### src/rtl/toa_hit_buffer_pkg.sv
// rtl/toa_hit_buffer_pkg.sv - shared TOA hit word layout
// Field widths and bit offsets of the {err, coarse, fine} hit word.
// The encoder and the readout use the same layout.
package toa_hit_buffer_pkg;

    localparam int TOA_COARSE_W   = 3;
    localparam int TOA_FINE_W     = 7;
    localparam int TOA_FINE_LSB   = 0;
    localparam int TOA_COARSE_LSB = TOA_FINE_LSB + TOA_FINE_W;
    localparam int TOA_ERR_BIT    = TOA_COARSE_LSB + TOA_COARSE_W;
    localparam int TOA_WORD_W     = TOA_ERR_BIT + 1;

endpackage

### src/rtl/toa_sync_fifo.sv
// rtl/toa_sync_fifo.sv - first-word-fall-through synchronous FIFO
// Ports:
//   clk, rstn            clock, asynchronous active-low reset
//   push, pushData       write request and write word
//   pop                  remove the head word
//   headData             registered head word; holds the last popped word when empty
//   full, empty          occupancy == DEPTH / occupancy == 0
//   occupancy            number of words stored
module toa_sync_fifo #(
    parameter int WIDTH = 11,
    parameter int DEPTH = 8
) (
    input  logic                     clk,
    input  logic                     rstn,
    input  logic                     push,
    input  logic [WIDTH-1:0]         pushData,
    input  logic                     pop,
    output logic [WIDTH-1:0]         headData,
    output logic                     full,
    output logic                     empty,
    output logic [$clog2(DEPTH):0]   occupancy
);

    localparam int AW = $clog2(DEPTH);

    logic [WIDTH-1:0] mem [DEPTH];
    logic [AW:0]      wrPtr;
    logic [AW:0]      rdPtr;
    logic [AW:0]      rdPtrNext;
    logic [WIDTH-1:0] headNext;
    logic             pushEn;
    logic             popEn;

    assign empty     = (wrPtr == rdPtr);
    assign full      = (wrPtr[AW] != rdPtr[AW]) && (wrPtr[AW-1:0] == rdPtr[AW-1:0]);
    assign occupancy = wrPtr - rdPtr;

    // A full FIFO still takes a word when the head leaves in the same cycle.
    assign popEn     = pop & ~empty;
    assign pushEn    = push & (~full | popEn);
    assign rdPtrNext = rdPtr + {{AW{1'b0}}, popEn};

    // The head is registered so it can hold the last popped word once empty.
    // If the next head slot is the one being written now, the memory does not
    // hold it yet and the incoming word is taken directly.
    always_comb begin
        headNext = headData;
        if (rdPtrNext == wrPtr) begin
            if (pushEn) begin
                headNext = pushData;
            end
        end else begin
            headNext = mem[rdPtrNext[AW-1:0]];
        end
    end

    always_ff @(posedge clk or negedge rstn) begin
        if (!rstn) begin
            wrPtr    <= '0;
            rdPtr    <= '0;
            headData <= '0;
        end else begin
            if (pushEn) begin
                wrPtr <= wrPtr + 1'b1;
            end
            rdPtr    <= rdPtrNext;
            headData <= headNext;
        end
    end

    always_ff @(posedge clk) begin
        if (pushEn) begin
            mem[wrPtr[AW-1:0]] <= pushData;
        end
    end

endmodule

### src/rtl/toa_hit_buffer.sv
// rtl/toa_hit_buffer.sv - TOA hit capture, error filter, FIFO and counters
// Ports:
//   clk, rstn                         clock, asynchronous active-low reset
//   hitValid, coarsePhase, finePhase  encoded hit from the TOA encoder
//   errorFlag                         encoder error flag for this hit
//   dropErr                           discard hits that carry errorFlag
//   clrCnt                            clear errCnt and dropCnt
//   outReady / outValid / outData     readout handshake, {err, coarse, fine}
//   fifoFull, fifoEmpty, occupancy    buffer status
//   errCnt, dropCnt                   saturating error-hit and lost-hit counters
module toa_hit_buffer
    import toa_hit_buffer_pkg::*;
#(
    parameter int DEPTH    = 8,
    parameter int COARSE_W = TOA_COARSE_W,
    parameter int FINE_W   = TOA_FINE_W,
    parameter int CNT_W    = 8
) (
    input  logic                         clk,
    input  logic                         rstn,
    input  logic                         hitValid,
    input  logic [COARSE_W-1:0]          coarsePhase,
    input  logic [FINE_W-1:0]            finePhase,
    input  logic                         errorFlag,
    input  logic                         dropErr,
    input  logic                         clrCnt,
    input  logic                         outReady,
    output logic                         outValid,
    output logic [COARSE_W+FINE_W:0]     outData,
    output logic                         fifoFull,
    output logic                         fifoEmpty,
    output logic [$clog2(DEPTH):0]       occupancy,
    output logic [CNT_W-1:0]             errCnt,
    output logic [CNT_W-1:0]             dropCnt
);

    localparam int WORD_W = 1 + COARSE_W + FINE_W;

    logic popFire;
    logic pushCand;
    logic pushAcc;
    logic hitLost;
    logic errHit;

    assign outValid = ~fifoEmpty;
    assign popFire  = outValid & outReady;
    assign pushCand = hitValid & ~(dropErr & errorFlag);
    assign pushAcc  = pushCand & (~fifoFull | popFire);
    assign hitLost  = pushCand & ~pushAcc;
    // Error hits are counted whether or not the filter discards them.
    assign errHit   = hitValid & errorFlag;

    toa_sync_fifo #(
        .WIDTH (WORD_W),
        .DEPTH (DEPTH)
    ) u_fifo (
        .clk       (clk),
        .rstn      (rstn),
        .push      (pushAcc),
        .pushData  ({errorFlag, coarsePhase, finePhase}),
        .pop       (popFire),
        .headData  (outData),
        .full      (fifoFull),
        .empty     (fifoEmpty),
        .occupancy (occupancy)
    );

    // Clear wins over a same-cycle increment.
    always_ff @(posedge clk or negedge rstn) begin
        if (!rstn) begin
            errCnt  <= '0;
            dropCnt <= '0;
        end else if (clrCnt) begin
            errCnt  <= '0;
            dropCnt <= '0;
        end else begin
            if (errHit && (errCnt != '1)) begin
                errCnt <= errCnt + CNT_W'(1);
            end
            if (hitLost && (dropCnt != '1)) begin
                dropCnt <= dropCnt + CNT_W'(1);
            end
        end
    end

endmodule

### config.mk
export PLATFORM = sky130hd
export DESIGN_NAME = toa_hit_buffer
export DESIGN_NICKNAME = d
export VERILOG_FILES = /design/src/rtl/toa_hit_buffer_pkg.sv /design/src/rtl/toa_sync_fifo.sv /design/src/rtl/toa_hit_buffer.sv
export SDC_FILE = /design/constraint.sdc
export NUM_CORES = 1
export LEC_CHECK = 0
export ABC_AREA = 0
export BUFFER_PORTS_ARGS = -buffer_cell sky130_fd_sc_hd__buf_2
export CAP_MARGIN = 20
export CELL_PAD_IN_SITES_DETAIL_PLACEMENT = 1
export CELL_PAD_IN_SITES_GLOBAL_PLACEMENT = 1
export CORE_UTILIZATION = 35
export CTS_CLUSTER_DIAMETER = 30
export DETAILED_ROUTE_END_ITERATION = 8
export GPL_TIMING_DRIVEN = 0
export PLACE_DENSITY = 0.66
export REMOVE_ABC_BUFFERS = 1
export SKIP_LAST_GASP = 1
export SLEW_MARGIN = 10
export SYNTH_ARGS = -nofsm -noshare
export SYNTH_HDL_FRONTEND = slang
export SYNTH_SLANG_ARGS = --single-unit
### constraint.sdc
create_clock -name clk -period 4.55 [get_ports clk]
set_clock_uncertainty 0.2 [all_clocks]
set_input_delay 1.365 -clock clk [delete_from_list [all_inputs] [get_ports clk]]
set_output_delay 1.365 -clock clk [all_outputs]
set_load 0.01 [all_outputs]
==> results of run 1 <==
[final timing paths]
kind / start / endpoint / slack [ns] / cells past startpoint
max: u_fifo.wrPtr[0] / u_fifo.headData[1] / 0.32 / 12
max reg2reg: u_fifo.wrPtr[0] / u_fifo.headData[1] / 0.32 / 12
max in group asynchronous: rstn / u_fifo.headData[6] / 2.71 / 1
min: u_fifo.wrPtr[3] / u_fifo.wrPtr[3] / 0.35 / 1
min reg2reg: u_fifo.wrPtr[3] / u_fifo.wrPtr[3] / 0.35 / 1
min in group asynchronous: rstn / errCnt[1] / 0.87 / 1
[metrics by stage]
stage | power (mW) | utilization
after floorplan | 2.66 | -
after global placement | 3.10 | 0.388
after detailed placement | 3.32 | 0.405
after CTS | 4.69 | 0.446
after global routing | 4.87 | 0.446
final | 4.62 | 0.446
[registers in the layout, summed over array words and instances (netlist names)]
| name | flops |
|---|---|
| u_fifo.wrPtr | 4 |
| u_fifo.headData | 11 |
| dropCnt | 8 |
| u_fifo.rdPtr | 4 |
| u_fifo.mem | 88 |
| errCnt | 8 |
[power breakdown]
group	leakage, nW	switching [mW]	internal, mW
Combinational	0.931	0.885	0.873
Clock	0.283	0.492	0.840
Sequential	1.24	0.122	1.40
Total	2.46	1.50	3.12
[kinds of logic after synthesis]
group / Yosys count
xor+xnor: 14
fa+ha+maj: 9
simple gates: 55
flops: 123
mux: 59
buf+inv: 28
compound gates: 31
[final cells by class]
type / instances / share of cell area
Timing Repair Buffer: 65 / 0.0681
Inverter: 11 / 0.00635
Tap cell: 184 / 0.0354
Clock buffer: 20 / 0.0702
Multi-Input combinational cell: 168 / 0.258
Clock inverter: 12 / 0.0215
Sequential cell: 123 / 0.541
[routing by layer]
| metal | up-vias | routed length, um |
|---|---|---|
| met5 | - | 0 |
| met3 | 18 | 289 |
| met1 | 1591 | 5060 |
| met2 | 46 | 5840 |
| li1 | 1384 | - |
| met4 | 0 | 207 |
[timing repair]
action	4_1_cts	5_1_grt
endpoints found under the setup margin	0	5
hold buffers	0	0
gates resized for setup	0	1
[worst reg2reg max path: cells and delay by family (launching register included)]
kind / cells / cell delay, ns
and+or+nand+nor: 4 / 1.37
xor gates and xnor gates: 2 / 0.66
buffers and inverters: 2 / 0.43
muxes: 1 / 0.25
DFF: 1 / 0.54
adders and majority gates: 3 / 0.67
[Yosys cell counts (3+ instances only)]
library cell  count  area [um2]
edfxtp_1         88        2640
dfrtp_1          35         876
mux2i_1          34         340
mux4_2           22         495
a21oi_1          13        65.1
inv_1            11        41.3
nand3_1          10        50.1
clkbuf_1          8        30.0
ha_1              8         100
nor2_1            8        30.0
xor2_1            8        70.1
nand2_1           7        26.3
o31ai_1           7        52.6
or4_1             7        52.6
buf_2             6        30.0
o21ai_0           6        30.0
or3_1             6        37.5
xnor2_1           6        52.6
nor3_1            4        20.0
nor4_1            3        18.8
==> results.sh, run 1 <==
export IMPL_netlist_instances=319
export IMPL_clkLatencyLatePin_ns=0.41
export IMPL_setup_viol=0
export IMPL_crit_slowest_cell="nor4_2"
export IMPL_synth_flop_cell="edfxtp_1"
export IMPL_fmax_mhz=237
export IMPL_arrival_ns=4.34
export IMPL_routed_via_density=5.21
export IMPL_io_buffers=50
export IMPL_start_kind="flip-flop"
export IMPL_cp_common_cell="ha_2"
export IMPL_use_met1=0.209
export IMPL_row_count=44
export IMPL_ios=51
export IMPL_post_cts_buffers=0
export IMPL_die_area_um2=15500
export IMPL_worst_slew_pin_slew_ns=0.902
export IMPL_worst_setup_path_type="flip-flop to flip-flop"
export IMPL_placed_area_um2=5910
export IMPL_drt_total_wl_um=11400
export IMPL_critPathBufInv=2
export IMPL_seq_area_frac_synth=0.668
export IMPL_start_util=0.361
export IMPL_period_minus_slack_ns=4.23
export IMPL_firstDrtPassIters=4
export IMPL_crit_fanout=8
export IMPL_num_vias=3039
export IMPL_coreArea_um2=14600
export IMPL_path_cells="inv_1 -> ha_1 -> nand3_1 -> or2_2 -> and2_1 -> ha_2 -> ha_2 -> xor2_2 -> xor2_1 -> nor4_2 -> buf_4 -> mux2i_1"
export IMPL_maxSlewHeadroom=0.398
export IMPL_cp_required_ns=4.66
export IMPL_clockRootBuffer="clkbuf_16"
export IMPL_layout_common_cells="88 x edfxtp_1, 51 x buf_2, 35 x dfrtp_1"
export IMPL_synth_seq_cells=123
export IMPL_ant_nets=0
export IMPL_die_w_um=125
export IMPL_synth_edff_count=88
export IMPL_clk_pin_slew_ns=0.05
export IMPL_multi_input_area_um2=1680
export IMPL_fin_crit_sh=0.929
export IMPL_drcViolationCount=0
export IMPL_cts_tree="done"
export IMPL_nNetsFinal=412
export IMPL_p_leak_nw=2.46
export IMPL_irDropWorstVdd_v=0.000338
export IMPL_wl_per_cell_um=19.6
export IMPL_grt_pass1_wl_um=18800
export IMPL_synthesis_yosys_warnings=0
export IMPL_grt_overflow=0
export IMPL_cts_buffers=17
export IMPL_areaGrowthSynthToFinish_pct=23.6
export IMPL_antenna_cells=0
export IMPL_synthDistinctLibCells=37
export IMPL_grt_setup_unrepaired="no"
export IMPL_final_max_slew_viol_count=0
export IMPL_place_congestion=0.751
export IMPL_hp_class="flip-flop to flip-flop"
export IMPL_grt_use_total=0.161
export IMPL_max_stage_delay_ns=0.65
export IMPL_met3_usage=0.0305
export IMPL_end_kind="flip-flop"
export IMPL_fin_ws_ns=0.323
export IMPL_synth_area_um2=5260
export IMPL_status="completed"
export IMPL_dp_slack_ns=0.230
export IMPL_drive_above_1_share=0.336
export IMPL_tns_ns=0
export IMPL_yosys_area_share_simple=0.0594
export IMPL_antenna_found_initial=0
export IMPL_power_density_nw_per_um2=710
export IMPL_cpLargestDelayFamily="simple AND/OR/NAND/NOR gates"
export IMPL_register_area_um2=3520
export IMPL_cts_path_max_buffers=2
export IMPL_clock_sinks=123
export IMPL_drtIter0Drc=132
export IMPL_holdWs_ns=0.351
export IMPL_fp_dieH_um=125
export IMPL_synth_xor_area_frac=0.0233
export IMPL_stdcell_count=583
export IMPL_gr_max_usage_layer="met2"
export IMPL_fillerInstances=1429
export IMPL_cap_violations=0
export IMPL_syn_area_per_cell_um2=16.5
export IMPL_cts_htree_levels=4
export IMPL_grt_pass1_vias=3340
export IMPL_synthAdderAreaFrac=0.0228
export IMPL_final_area_um2=6500
export IMPL_synth_top_family_by_area="multiplexers"
export IMPL_mostFrequentLayoutCell="edfxtp_1"
export IMPL_synth_compound_area_share=0.0380
export IMPL_placedCellCount=551
export IMPL_use_met2=0.261
export IMPL_grt_start_max_net_pins=36
export IMPL_hold_viol=0
export IMPL_hpwl_um=7710
export IMPL_synth_mux_area_frac=0.165
export IMPL_async_flop_share=0.285
Note: power is estimated with default switching activity, not from simulation.
==> run 2, diff against run 1 <==
==> constraint.sdc (replaced) <==
create_clock -name clk -period 4.1 [get_ports clk]
set_clock_uncertainty 0.2 [all_clocks]
set_input_delay 1.23 -clock clk [delete_from_list [all_inputs] [get_ports clk]]
set_output_delay 1.23 -clock clk [all_outputs]
set_load 0.01 [all_outputs]
==> run 2 against run 1 <==
  * Wire length grew 1.4%
  * Register-to-register slack got worse by 0.12 ns
  * Sequential cell count stayed put
  * Critical path depth is the same
  * First-iteration DRC count stayed put
  * Total power increased by 13%
  * Via count increased by 0.95%
  * Core utilization up 0.38 points
  * Sequential share of layout area down 0.45 points
  * Critical endpoint unchanged
  * Largest cell class unchanged
==> results.sh, run 2 (same netlist as run 1, synthesis figures left out) <==
export IMPL_final_area_um2=6560
export IMPL_cp_num_cells=12
export IMPL_cap_violations=0
export IMPL_largest_reg_flops=88
export IMPL_crit_slowest_cell="dfrtp_1"
export IMPL_cpLargestDelayFamily="simple AND/OR/NAND/NOR gates"
export IMPL_endpoint="u_fifo.headData[1]"
export IMPL_period_minus_slack_ns=3.90
export IMPL_clock_sinks=123
export IMPL_cp_common_cell="ha_4"
export IMPL_power_density_nw_per_um2=798
export IMPL_fillerInstances=1426
export IMPL_path_cells="inv_1 -> ha_1 -> nand3_1 -> or2_2 -> and2_1 -> ha_4 -> ha_4 -> xor2_4 -> xor2_1 -> nor4_4 -> buf_4 -> mux2i_1"
export IMPL_fp_dieH_um=125
export IMPL_r2r_cells=12
export IMPL_areaGrowthSynthToFinish_pct=24.6
export IMPL_fin_ws_ns=0.199
export IMPL_hp_class="flip-flop to flip-flop"
export IMPL_place_congestion=0.751
export IMPL_max_stage_delay_ns=0.55
export IMPL_die_area_um2=15500
export IMPL_reg2reg_slack_ns=0.20
export IMPL_maxSlewHeadroom=0.392
export IMPL_fmax_mhz=256
export IMPL_setup_viol=0
export IMPL_fin_crit_sh=0.951
export IMPL_row_count=44
export IMPL_crit_fanout=8
export IMPL_critPathBufInv=2
export IMPL_clkLatencyLatePin_ns=0.41
export IMPL_cp_required_ns=4.21
export IMPL_regToRegEndpoint="u_fifo.headData[1]"
export IMPL_arrival_ns=4.01
export IMPL_drt_total_wl_um=11600
export IMPL_layout_common_cells="88 x edfxtp_1, 51 x buf_2, 35 x dfrtp_1"
export IMPL_nNetsFinal=414
export IMPL_grt_start_max_net_pins=36
export IMPL_num_vias=3068
export IMPL_grt_overflow=0
export IMPL_worst_setup_path_type="flip-flop to flip-flop"
export IMPL_tns_ns=0
export IMPL_hold_buffers=0
export IMPL_start_kind="flip-flop"
export IMPL_hold_viol=0
export IMPL_io_buffers=50
export IMPL_end_kind="flip-flop"
export IMPL_p_leak_nw=2.47
export IMPL_antenna_found_initial=0
export IMPL_antenna_cells=0
export IMPL_dp_slack_ns=-0.220
export IMPL_drive_above_1_share=0.339
export IMPL_drtIter0Drc=132
export IMPL_stdcell_count=585
export IMPL_coreArea_um2=14600
export IMPL_cts_htree_levels=4
export IMPL_holdWs_ns=0.359
export IMPL_grt_pass1_wl_um=18800
export IMPL_placed_area_um2=5910
export IMPL_grt_pass1_vias=3345
export IMPL_cts_buffers=17
export IMPL_mostFrequentLayoutCell="edfxtp_1"
export IMPL_placedCellCount=551
export IMPL_routed_via_density=5.24
export IMPL_final_max_slew_viol_count=0
export IMPL_rr_startpoint="u_fifo.wrPtr[0]"
export IMPL_irDropWorstVdd_v=0.000382
export IMPL_status="completed"
export IMPL_firstDrtPassIters=4
export IMPL_power_total_mw=5.23
export IMPL_clockRootBuffer="clkbuf_16"
export IMPL_worst_slew_pin_slew_ns=0.911
export IMPL_wl_per_cell_um=19.8
export IMPL_drcViolationCount=0
export IMPL_clk_pin_slew_ns=0.05
export IMPL_grt_setup_unrepaired="no"
export IMPL_grt_use_total=0.162
export IMPL_ant_nets=0
export IMPL_die_w_um=125
export IMPL_cts_tree="done"
export IMPL_worstSetupStartpoint="u_fifo.wrPtr[0]"
export IMPL_cts_path_max_buffers=2
export IMPL_postLayoutCoreUtil=0.450
export IMPL_hpwl_um=7710
export IMPL_start_util=0.361
export IMPL_ios=51
[run 2: worst min path at each step]
stage,startpoint,endpoint,slack (ns),cells past startpoint
3_5_place_dp,u_fifo.wrPtr[3],u_fifo.wrPtr[3],0.33,1
6_report,u_fifo.wrPtr[3],u_fifo.wrPtr[3],0.36,1
5_1_grt,u_fifo.rdPtr[3],u_fifo.rdPtr[3],0.38,1
4_1_cts,u_fifo.wrPtr[3],u_fifo.wrPtr[3],0.36,1
3_3_place_gp,u_fifo.wrPtr[3],u_fifo.wrPtr[3],0.31,1
2_1_floorplan,u_fifo.wrPtr[3],u_fifo.wrPtr[3],0.30,1
[run 2: timing repair]
| action | CTS | global route |
|---|---|---|
| endpoints found under the setup margin | 11 | 11 |
| pin swaps | 0 | 1 |
| setup buffers | 0 | 2 |
| gates resized for setup | 2 | 3 |
[run 2: area by class of cell]
class | instances | area (um2) | area share
clock inverter | 12 | 140 | 0.0214
sequential | 123 | 3520 | 0.536
timing repair buffer | 67 | 458 | 0.0698
inverter | 11 | 41.3 | 0.00629
multi-input combinational | 168 | 1720 | 0.261
clock buffer | 20 | 457 | 0.0696
tap | 184 | 230 | 0.0351
[run 2: layer usage]
metal,share of wire,global-route usage,vias up
met2,0.51,0.264,43
met1,0.44,0.209,1613
met4,0.018,0.0723,0
met5,0,0,-
li1,-,-,1394
met3,0.023,0.0305,18
[run 2: report_power, final]
part	internal, mW	total [mW]	switching, mW
Clock	0.932	1.48	0.547
Sequential	1.56	1.70	0.146
Combinational	1.03	2.05	1.02
Total	3.52	5.23	1.71
